**config.mk**
```make
export PLATFORM = sky130hd
export DESIGN_NAME = dual_btn_counter
export DESIGN_NICKNAME = d
export VERILOG_FILES = /design/src/rtl/dual_btn_counter.sv
export SDC_FILE = /design/constraint.sdc
export NUM_CORES = 1
export LEC_CHECK = 0
export CAP_MARGIN = 20
export CORE_MARGIN = 4
export CORE_UTILIZATION = 38
export CTS_CLUSTER_DIAMETER = 30
export CTS_CLUSTER_SIZE = 16
export DETAILED_ROUTE_END_ITERATION = 10
export GPL_ROUTABILITY_DRIVEN = 0
export PLACE_DENSITY = 0.61
export REMOVE_ABC_BUFFERS = 1
export SETUP_SLACK_MARGIN = 0.4
export SLEW_MARGIN = 20
export SYNTH_ARGS = -nofsm -noshare
export SYNTH_HDL_FRONTEND = slang
export SYNTH_SLANG_ARGS = --single-unit
export TNS_END_PERCENT = 20
```
**constraint.sdc**
```tcl
create_clock -name clk_100MHz_i -period 2.8 [get_ports clk_100MHz_i]
set_input_delay 0.42 -clock clk_100MHz_i [delete_from_list [all_inputs] [get_ports clk_100MHz_i]]
set_output_delay 0.42 -clock clk_100MHz_i [all_outputs]
set_load 0.03 [all_outputs]
```
**src/rtl/dual_btn_counter.sv**
```systemverilog
// Two-channel debounced push-button event counter.
// Each channel: 2-FF sync, debounce, press detect, up/down wrap counter.
//
// Ports (top):
//   clk_100MHz_i  system clock
//   rst_n         asynchronous active-low reset
//   btn_1_i/2_i   raw bouncy buttons, active-high
//   dir_1_i/2_i   count direction, 0 = up, 1 = down
//   clr_i         synchronous clear of both counters
//   cnt_val_*_o   per-channel count
//   evt_*_o       one-cycle pulse with each count update

module dual_btn_counter_ch #(
    parameter int DEBOUNCE_CYCLES = 1_000_000,
    parameter int CNT_W           = 16
) (
    input  logic             clk,
    input  logic             rst_n,
    input  logic             btn,
    input  logic             dir,
    input  logic             clr,
    output logic [CNT_W-1:0] cnt,
    output logic             evt
);

    localparam int DW = $clog2(DEBOUNCE_CYCLES);
    localparam logic [DW-1:0] DEB_LAST = DW'(DEBOUNCE_CYCLES - 1);
    localparam logic [CNT_W-1:0] ONE = CNT_W'(1);

    // Synchroniser: only s2 is trusted downstream.
    logic s1;
    logic s2;

    always_ff @(posedge clk or negedge rst_n) begin
        if (!rst_n) begin
            s1 <= 1'b0;
            s2 <= 1'b0;
        end else begin
            s1 <= btn;
            s2 <= s1;
        end
    end

    // Debounce: a new level must hold for DEBOUNCE_CYCLES
    // consecutive samples; any return to the old level
    // restarts the window.
    logic          deb;
    logic [DW-1:0] deb_cnt;
    logic          differ;
    logic          accept;
    logic          press;

    assign differ = (s2 != deb);
    assign accept = differ && (deb_cnt == DEB_LAST);
    assign press  = accept && s2;

    always_ff @(posedge clk or negedge rst_n) begin
        if (!rst_n) begin
            deb     <= 1'b0;
            deb_cnt <= '0;
        end else if (!differ) begin
            deb_cnt <= '0;
        end else if (accept) begin
            deb     <= s2;
            deb_cnt <= '0;
        end else begin
            deb_cnt <= deb_cnt + 1'b1;
        end
    end

    // Counter. Clear takes priority and swallows a coincident
    // press; the debouncer still accepts it, so a held button
    // does not count again once clear is released.
    logic [CNT_W-1:0] next_cnt;

    assign next_cnt = dir ? (cnt - ONE) : (cnt + ONE);

    always_ff @(posedge clk or negedge rst_n) begin
        if (!rst_n) begin
            cnt <= '0;
            evt <= 1'b0;
        end else if (clr) begin
            cnt <= '0;
            evt <= 1'b0;
        end else if (press) begin
            cnt <= next_cnt;
            evt <= 1'b1;
        end else begin
            evt <= 1'b0;
        end
    end

endmodule

module dual_btn_counter #(
    parameter int DEBOUNCE_CYCLES = 1_000_000,
    parameter int CNT_W           = 16
) (
    input  logic             clk_100MHz_i,
    input  logic             rst_n,
    input  logic             btn_1_i,
    input  logic             btn_2_i,
    input  logic             dir_1_i,
    input  logic             dir_2_i,
    input  logic             clr_i,
    output logic [CNT_W-1:0] cnt_val_1_o,
    output logic [CNT_W-1:0] cnt_val_2_o,
    output logic             evt_1_o,
    output logic             evt_2_o
);

    dual_btn_counter_ch #(
        .DEBOUNCE_CYCLES (DEBOUNCE_CYCLES),
        .CNT_W           (CNT_W)
    ) u_ch1 (
        .clk   (clk_100MHz_i),
        .rst_n (rst_n),
        .btn   (btn_1_i),
        .dir   (dir_1_i),
        .clr   (clr_i),
        .cnt   (cnt_val_1_o),
        .evt   (evt_1_o)
    );

    dual_btn_counter_ch #(
        .DEBOUNCE_CYCLES (DEBOUNCE_CYCLES),
        .CNT_W           (CNT_W)
    ) u_ch2 (
        .clk   (clk_100MHz_i),
        .rst_n (rst_n),
        .btn   (btn_2_i),
        .dir   (dir_2_i),
        .clr   (clr_i),
        .cnt   (cnt_val_2_o),
        .evt   (evt_2_o)
    );

endmodule
```
==> flow_summary.ini, run 1 <==
[pwr]
power_density_nw_per_um2 = 409
vdd_drop_max_uv = 279
leakagePower_nw = 2.73

[worst_setup_path]
arrival_ns = 2.49
crit_chain = ha_1 > o21ai_0 > o21ai_1 > and3_1 > nor3_1 > mux2i_1 > mux2_1
worstReg2RegStart = u_ch2.cnt[2]$_DFFE_PN0P_
max_stage_delay_ns = 0.45
path_max_fanout = 4
required_ns = 3.04
crit_path_start_kind = flip-flop
cp_num_cells = 7
end_kind = flip-flop
path_delay_family = multiplexers
crit_start = u_ch2.cnt[2]$_DFFE_PN0P_
reg2reg_depth = 7
crit_type = reg2reg
worst_path_max_delay_cell = dfrtp_1
path_buf_inv = 0

[global_routing]
antenna_found_initial = 0
first_global_vias = 4261
grt_start_max_net_pins = 52
track_usage = 0.169
grt_overflow_total = 0
grt_pass1_wl_um = 20300

[logic_synthesis]
post_synth_xor_area_fraction = 0.0886
ys_ff_latch = 80
yosys.cell_count.top_type = dfrtp_1
synth_edf_count = 0
ys_top_cells_by_count = dfrtp_1 (80), nor2_1 (69), nand2_1 (50)
yosysTopAreaCellShare = 0.405
async_flop_share = 1.00
synthMuxAreaShare = 0.0104
synth_top_family_by_area = simple AND/OR/NAND/NOR gates
synth_ff_type = dfrtp_1
synth_fa_ha_area_frac = 0.0840
synth_top_cells_by_area = dfrtp_1 (40%), ha_1 (7.6%), nor2_1 (5.2%)
syn_inst = 537
synth_largest_area_cell = dfrtp_1
syn_area_um2 = 4940
synth_cell_types = 66
yosys_warnings = 0
yosys.area_share.simple = 0.243
synth_compound_area_frac = 0.142
synth_seq_area_share = 0.405
avgSynthCellArea_um2 = 9.21

[sta]
setup_viol = 0
fin_crit_sh = 0.805
rsz0062_at_grt = no
slew_headroom = 0.541
hold_viol = 0
max_clock_freq_mhz = 443
final_max_slew_viol_count = 0
skew_ns = 0.00653
fin_crit_ns = 2.26
tightest_slew_ns = 0.688

[floorplan]
dieArea_um2 = 14900
start_util = 0.390
die_x_um = 122
rows = 41
die_h_um = 122
io_pins = 41
core_um2 = 12700

[cells_and_area]
final_cells = 804
finish.utilization = 0.491
nNetsFinal = 666
antenna_cells = 0
area_delta_synth_final_pct = 25.8
drive_gt1_frac = 0.136

[drt]
num_vias = 4286
drt-pass1-iter-count = 5
wl_per_cell_um = 15.0
drcViolationCount = 0
viasPerCell = 5.33
antenna_left = 0
first_iter_violations = 262
routed_wl_um = 12000

[clock_tree]
tritoncts = built
clkLatencyLatePin_ns = 0.36
root_buffer = clkbuf_16
clk_path_buf_depth = 2
h-tree-depth = 3
clkSinkCount = 80
cts_buffers = 9
clkSlewWorstSetupHoldPaths_ns = 0.07
cts_hold_repair.buffers = 0

[placement]
dp.cells = 786
io_buffers = 40
dpl.hpwl_um = 8500

[worst_hold_path]
hp-class = in2async

[run_status]
outcome = completed

[run]
cap_violations = 0
## repair_timing
action	in CTS	in global routing
setup buffers	0	1
gates cloned	0	1
endpoints found under the setup margin	12	17
pin swaps	0	2
gates resized for setup	2	9
## worst register-to-register path: cells and delay by family, from the launching register on
kind,cells,cell delay [ns]
muxes,2,0.56
DFF,1,0.45
AOI/OAI and AO/OA,2,0.40
and+or+nand+nor,2,0.39
adders and majority gates,1,0.35
## layout by cell type, fill, tap and decap left out, types with 3 or more instances in the layout
cell type	Yosys	final
a211oi_1	13	12
a21o_1	7	7
a21oi_1	30	30
a31oi_1	6	6
and3_1	11	10
and4_1	3	3
buf_4	1	52
clkbuf_16	0	9
clkdlybuf4s50_1	0	37
dfrtp_1	80	80
ha_1	30	30
inv_1	17	17
inv_6	0	3
inv_8	0	3
mux2i_1	4	4
nand2_1	50	50
nand3_1	20	20
nand4_1	15	15
nor2_1	69	69
nor2b_1	5	5
nor3_1	15	14
nor3b_1	3	3
nor4_1	5	5
nor4b_1	4	4
o211ai_1	3	3
o21a_1	4	4
o21ai_0	24	22
o21ai_1	2	4
o21bai_1	3	3
or3_1	6	6
xnor2_1	26	26
xor2_1	24	24
## layout make-up
class	count	area [um2]
Sequential cell	80	2000
Multi-Input combinational cell	426	2840
Tap cell	172	215
Fill cell	1145	6450
Clock buffer	9	225
Inverter	18	67.6
Clock inverter	7	67.6
Timing Repair Buffer	92	798
## metrics by stage
step           setup slack, ns  hold slack, ns  power, mW  area (um2)  TNS, ns
2_1_floorplan            0.465           0.124       1.28        4880        0
3_3_place_gp            -0.138           0.335       1.38        5880   -0.394
3_5_place_dp            -0.224           0.342       1.38        5880   -0.769
4_1_cts                  0.274           0.142       2.58        6180        0
5_1_grt                  0.387           0.167       2.66        6220        0
6_report                 0.545           0.105       2.54        6220        0
## power by group
part	switching [mW]	total [mW]	internal, mW
clock network	0.555	1.18	0.629
logic	0.109	0.183	0.0738
registers	0.0102	1.18	1.16
## registers in the layout, indices dropped and copies added, names as in the netlist
| register | count |
|---|---|
| u_ch1.deb | 1 |
| u_ch2.cnt | 16 |
| u_ch2.deb | 1 |
| u_ch2.evt | 1 |
| u_ch1.s2 | 1 |
| u_ch1.cnt | 16 |
| u_ch2.deb_cnt | 20 |
| u_ch1.evt | 1 |
| u_ch2.s2 | 1 |
| u_ch1.s1 | 1 |
| u_ch2.s1 | 1 |
| u_ch1.deb_cnt | 20 |
## cell families (layout without fill, tap and decap cells)
group,count (synthesis),after routing
fa+ha+maj,32,32
compound gates,110,110
mux,5,5
simple gates,228,229
xor+xnor,50,50
buf+inv,32,126
flops,80,80
## path summary, 6_finish.rpt
path | end | slack [ns]
max in group asynchronous | u_ch1.deb_cnt[6]$_DFF_PN0_ | 2.11
setup / recovery | u_ch2.cnt[15]$_DFFE_PN0P_ | 0.54
hold reg to reg | u_ch1.s2$_DFF_PN0_ | 0.34
min in group clk_100MHz_i | u_ch1.s2$_DFF_PN0_ | 0.34
hold / removal | u_ch2.s1$_DFF_PN0_ | 0.11
setup reg to reg | u_ch2.cnt[15]$_DFFE_PN0P_ | 0.54
## layer usage
metal,up-vias,share of wire,track usage
li1,2121,-,-
met1,2097,0.49,0.226
met2,56,0.46,0.271
met5,-,0,0
met3,12,0.039,0.0469
met4,0,0.012,0.0483
Note: power is estimated with default switching activity, not from simulation.
==> inputs of run 2 (changes only) <==
Clock period 2.8 ns to 2.4 ns, I/O delays scaled along.
==> flow_summary.ini, run 2 (synthesized netlist as in run 1, its figures left out) <==
[worst_setup_path]
path_max_fanout = 4
crit_path_start_kind = flip-flop
worst_path_max_delay_cell = dfrtp_1
path_buf_inv = 0
path_delay_family = compound AO/OA/AOI/OAI gates
arrival_ns = 2.51
worstReg2RegStart = u_ch2.cnt[4]$_DFFE_PN0P_
end_kind = flip-flop
crit_type = reg2reg
required_ns = 2.67
max_stage_delay_ns = 0.41
crit_chain = ha_1 > o21ai_0 > a31oi_1 > or2_2 > a41oi_2 > nor4bb_1 > a311o_1
crit_start = u_ch2.cnt[4]$_DFFE_PN0P_

[drt]
drt-pass1-iter-count = 4
first_iter_violations = 251
drcViolationCount = 0
wl_per_cell_um = 14.5
antenna_left = 0
routed_wl_um = 12300
num_vias = 4459
viasPerCell = 5.26

[floorplan]
die_h_um = 122
core_um2 = 12700
io_pins = 41
dieArea_um2 = 14900
rows = 41
start_util = 0.390
die_x_um = 122

[clock_tree]
tritoncts = built
clk_path_buf_depth = 2
root_buffer = clkbuf_16
clkLatencyLatePin_ns = 0.34
clkSinkCount = 80
clkSlewWorstSetupHoldPaths_ns = 0.06
cts_hold_repair.buffers = 0
cts_buffers = 9
h-tree-depth = 3

[cells_and_area]
register_area_um2 = 2000
nNetsFinal = 710
finish.utilization = 0.528
n_fill_cell = 1137
multi_input_area_um2 = 2930
drive_gt1_frac = 0.212
area_delta_synth_final_pct = 35.4
antenna_cells = 0
reg_top3 = u_ch1.deb_cnt (20), u_ch2.deb_cnt (20)
final_common_cell = buf_4
final_cell_mix = buf_4 (93), dfrtp_1 (80), nor2_1 (68), nand2_1 (50), clkdlybuf4s50_1 (37)

[pwr]
leakagePower_nw = 2.99
power_density_nw_per_um2 = 477
vdd_drop_max_uv = 327
finalPower_mw = 3.19

[sta]
final_max_slew_viol_count = 0
tightest_slew_ns = 0.520
hold_viol = 10
skew_ns = 0.0114
fin_crit_sh = 0.933
setup_viol = 0
max_clock_freq_mhz = 447
hold_ws_ns = -0.00795
fin_crit_ns = 2.24
rsz0062_at_grt = yes
slew_headroom = 0.653
setup_tns_ns = 0

[global_routing]
track_usage = 0.171
grt_pass1_wl_um = 20700
antenna_found_initial = 0
grt_start_max_net_pins = 39
first_global_vias = 4515
grt_overflow_total = 0

[run_status]
outcome = complete, but fails checks
violations = negative hold slack

[run]
cap_violations = 0

[placement]
dpl.hpwl_um = 8960
io_buffers = 40

[worst_hold_path]
hp-class = in2async
[run 2: layout make-up]
class	count	area share
Clock buffer	9	0.0336
Timing Repair Buffer	135	0.170
Tap cell	172	0.0321
Multi-Input combinational cell	427	0.438
Sequential cell	80	0.299
Inverter	18	0.0103
Clock inverter	6	0.0174
[run 2: path summary, 6_finish.rpt]
path,cells after the start,slack [ns],end
min in group clk_100MHz_i,0,0.35,u_ch1.s2$_DFF_PN0_
worst min register to register,0,0.35,u_ch1.s2$_DFF_PN0_
worst max register to register,7,0.16,u_ch2.cnt[10]$_DFFE_PN0P_
worst max-delay path,7,0.16,u_ch2.cnt[10]$_DFFE_PN0P_
worst min-delay path,1,-0.008,u_ch2.s1$_DFF_PN0_
max in group asynchronous,2,1.78,u_ch1.deb_cnt[18]$_DFF_PN0_
[run 2: report_power, final]
| group | switching, mW | internal, mW | total [mW] |
|---|---|---|---|
| clock network | 0.569 | 1.02 | 1.59 |
| logic | 0.135 | 0.0996 | 0.235 |
| registers | 0.0112 | 1.36 | 1.37 |
| total | 0.715 | 2.48 | 3.19 |
[run 2: stage by stage]
stage	setup slack [ns]	cell area, um2	instances
6_report	0.161	6690	847
3_3_place_gp	-0.528	6120	819
2_1_floorplan	0.0648	4880	523
5_1_grt	0.0591	6690	847
4_1_cts	0.191	6650	845
3_5_place_dp	-0.575	6120	819
[run 2: routing by layer]
layer  GRT usage  vias to the layer above  wire length, um
li1            -                     2217                -
met1       0.229                     2137             5850
met2       0.277                       84             5740
met3      0.0269                       21              428
met4      0.0700                        0              262
met5           0                        -                0
[run 2: repair_timing]
action / 4_1_cts / 5_1_grt
pin swaps: 13 / 3
cloned: 0 / 2
resized for setup: 25 / 9
setup endpoints to repair: 51 / 55
setup buffers: 11 / 0
==> inputs of run 3 (changes only) <==
Settings changed: HOLD_SLACK_MARGIN from default to 0.1.
==> flow_summary.ini, run 3 (synthesized netlist as in run 1, its figures left out) <==
[drt]
met1_length_um = 5840
drt-pass1-iter-count = 5
routed-wl-met3_um = 432
drcViolationCount = 0
antenna_left = 0
wl_met2_um = 5730
wl_per_cell_um = 14.5
num_vias = 4493
first_iter_violations = 276
viasPerCell = 5.30
routed.top_layer = met4
routed_wl_um = 12300

[sta]
final_max_slew_viol_count = 0
setup_viol = 0
slew_headroom = 0.659
max_clock_freq_mhz = 445
hold_viol = 0
tightest_slew_ns = 0.511
fin_crit_sh = 0.936
rsz0062_at_grt = yes
skew_ns = 0.00976
hold_ws_ns = 0.348
fin_crit_ns = 2.25
setup_tns_ns = 0

[clock_tree]
clkSlewWorstSetupHoldPaths_ns = 0.06
tritoncts = built
clk_path_buf_depth = 2
clkLatencyLatePin_ns = 0.34
root_buffer = clkbuf_16
h-tree-depth = 3
clkSinkCount = 80
cts_buffers = 9

[worst_setup_path]
reg2reg_depth = 7
cp_num_cells = 7
required_ns = 2.67
reg2reg_slack_ns = 0.15
end_kind = flip-flop
arrival_ns = 2.52
max_stage_delay_ns = 0.41
path_max_fanout = 4
worstReg2RegStart = u_ch2.cnt[4]$_DFFE_PN0P_
crit_type = reg2reg
crit_chain = ha_1 > o21ai_0 > a31oi_1 > or2_2 > a41oi_2 > nor4bb_1 > a311o_1
crit_start = u_ch2.cnt[4]$_DFFE_PN0P_
worst_path_max_delay_cell = dfrtp_1
crit_path_end = u_ch2.cnt[10]$_DFFE_PN0P_
crit_path_start_kind = flip-flop
path_delay_family = compound AO/OA/AOI/OAI gates
r2r_end = u_ch2.cnt[10]$_DFFE_PN0P_
path_buf_inv = 0

[cells_and_area]
nNetsFinal = 711
drive_gt1_frac = 0.212
multi_input_area_um2 = 2930
area_delta_synth_final_pct = 35.6
reg_top3 = u_ch1.deb_cnt (20), u_ch2.deb_cnt (20)
final_cell_mix = buf_4 (93), dfrtp_1 (80), nor2_1 (68), nand2_1 (50), clkdlybuf4s50_1 (37)
n_fill_cell = 1137
final_common_cell = buf_4
final_cells = 848
fin_area_um2 = 6700
antenna_cells = 0
register_area_um2 = 2000

[global_routing]
grt_pass1_wl_um = 20800
first_global_vias = 4518
grt_start_max_net_pins = 39
grt_overflow_total = 0
track_usage = 0.171
antenna_found_initial = 0

[placement]
io_buffers = 40
place_area_um2 = 6120
dpl.hpwl_um = 8960
dp.cells = 819

[floorplan]
core_um2 = 12700
io_pins = 41
dieArea_um2 = 14900
start_util = 0.390
rows = 41
die_h_um = 122
die_x_um = 122

[pwr]
leakagePower_nw = 2.99
power.switching_uw = 710
internal_power_mw = 2.48
p_clk_frac = 0.496
p_seq_frac = 0.430
switching_share = 0.223
combPwrFrac = 0.074
vdd_drop_max_uv = 327
power_density_nw_per_um2 = 476
finalPower_mw = 3.19

[run]
cap_violations = 0

[worst_hold_path]
hp-class = reg2reg
min_from = u_ch1.s1$_DFF_PN0_

[run_status]
outcome = completed
[run 3: layout make-up]
cell class,instances,area share
clock buffer,9,0.0336
clock inverter,6,0.0174
inverter,18,0.0103
multi-input combinational,427,0.437
sequential,80,0.299
tap,172,0.0321
timing repair buffer,136,0.171
[run 3: worst register-to-register path: stages (launching register included)]
cell      delay (ns)
dfrtp_1         0.41
ha_1            0.32
o21ai_0         0.25
a31oi_1         0.11
or2_2           0.30
a41oi_2         0.29
nor4bb_1        0.34
a311o_1         0.16
[run 3: power by group through the flow]
stage | sequential (mW) | combinational [mW] | clock, mW
6_report | 1.37 | 0.236 | 1.58
5_1_grt | 1.37 | 0.265 | 1.68
4_1_cts | 1.37 | 0.233 | 1.63
3_5_place_dp | 1.40 | 0.227 | 0
3_3_place_gp | 1.39 | 0.220 | 0
2_1_floorplan | 1.39 | 0.0943 | 0
[run 3: repair_timing]
action | in CTS | in global routing
hold buffers | 1 | 0
gates cloned | 0 | 2
pin swaps | 13 | 3
buffers inserted | 11 | 0
endpoints found under the hold margin | 35 | 0
setup endpoints to repair | 51 | 55
gates resized for setup | 25 | 9
[run 3: worst min path at each step]
stage | end | slack [ns] | depth (start not counted)
final | u_ch1.s2$_DFF_PN0_ | 0.35 | 0
after global routing | u_ch2.s2$_DFF_PN0_ | 0.36 | 0
after CTS | u_ch1.s2$_DFF_PN0_ | 0.35 | 0
after detailed placement | u_ch1.s2$_DFF_PN0_ | 0.34 | 0
after global placement | u_ch1.s2$_DFF_PN0_ | 0.33 | 0
after floorplan | u_ch1.cnt[0]$_DFFE_PN0P_ | 0.06 | 0
[run 3: per-layer routing]
layer  global-route usage  up-vias
met5                    0        -
met4               0.0700        0
met3               0.0269       23
met2                0.277       91
met1                0.229     2155
li1                     -     2224
[run 3: through the flow]
step                      worst slack (ns)  utilization
after CTS                            0.191        0.526
after global placement              -0.528        0.483
after detailed placement            -0.575        0.483
after floorplan                     0.0648            -
after global routing                0.0591        0.529
final                                0.153        0.529
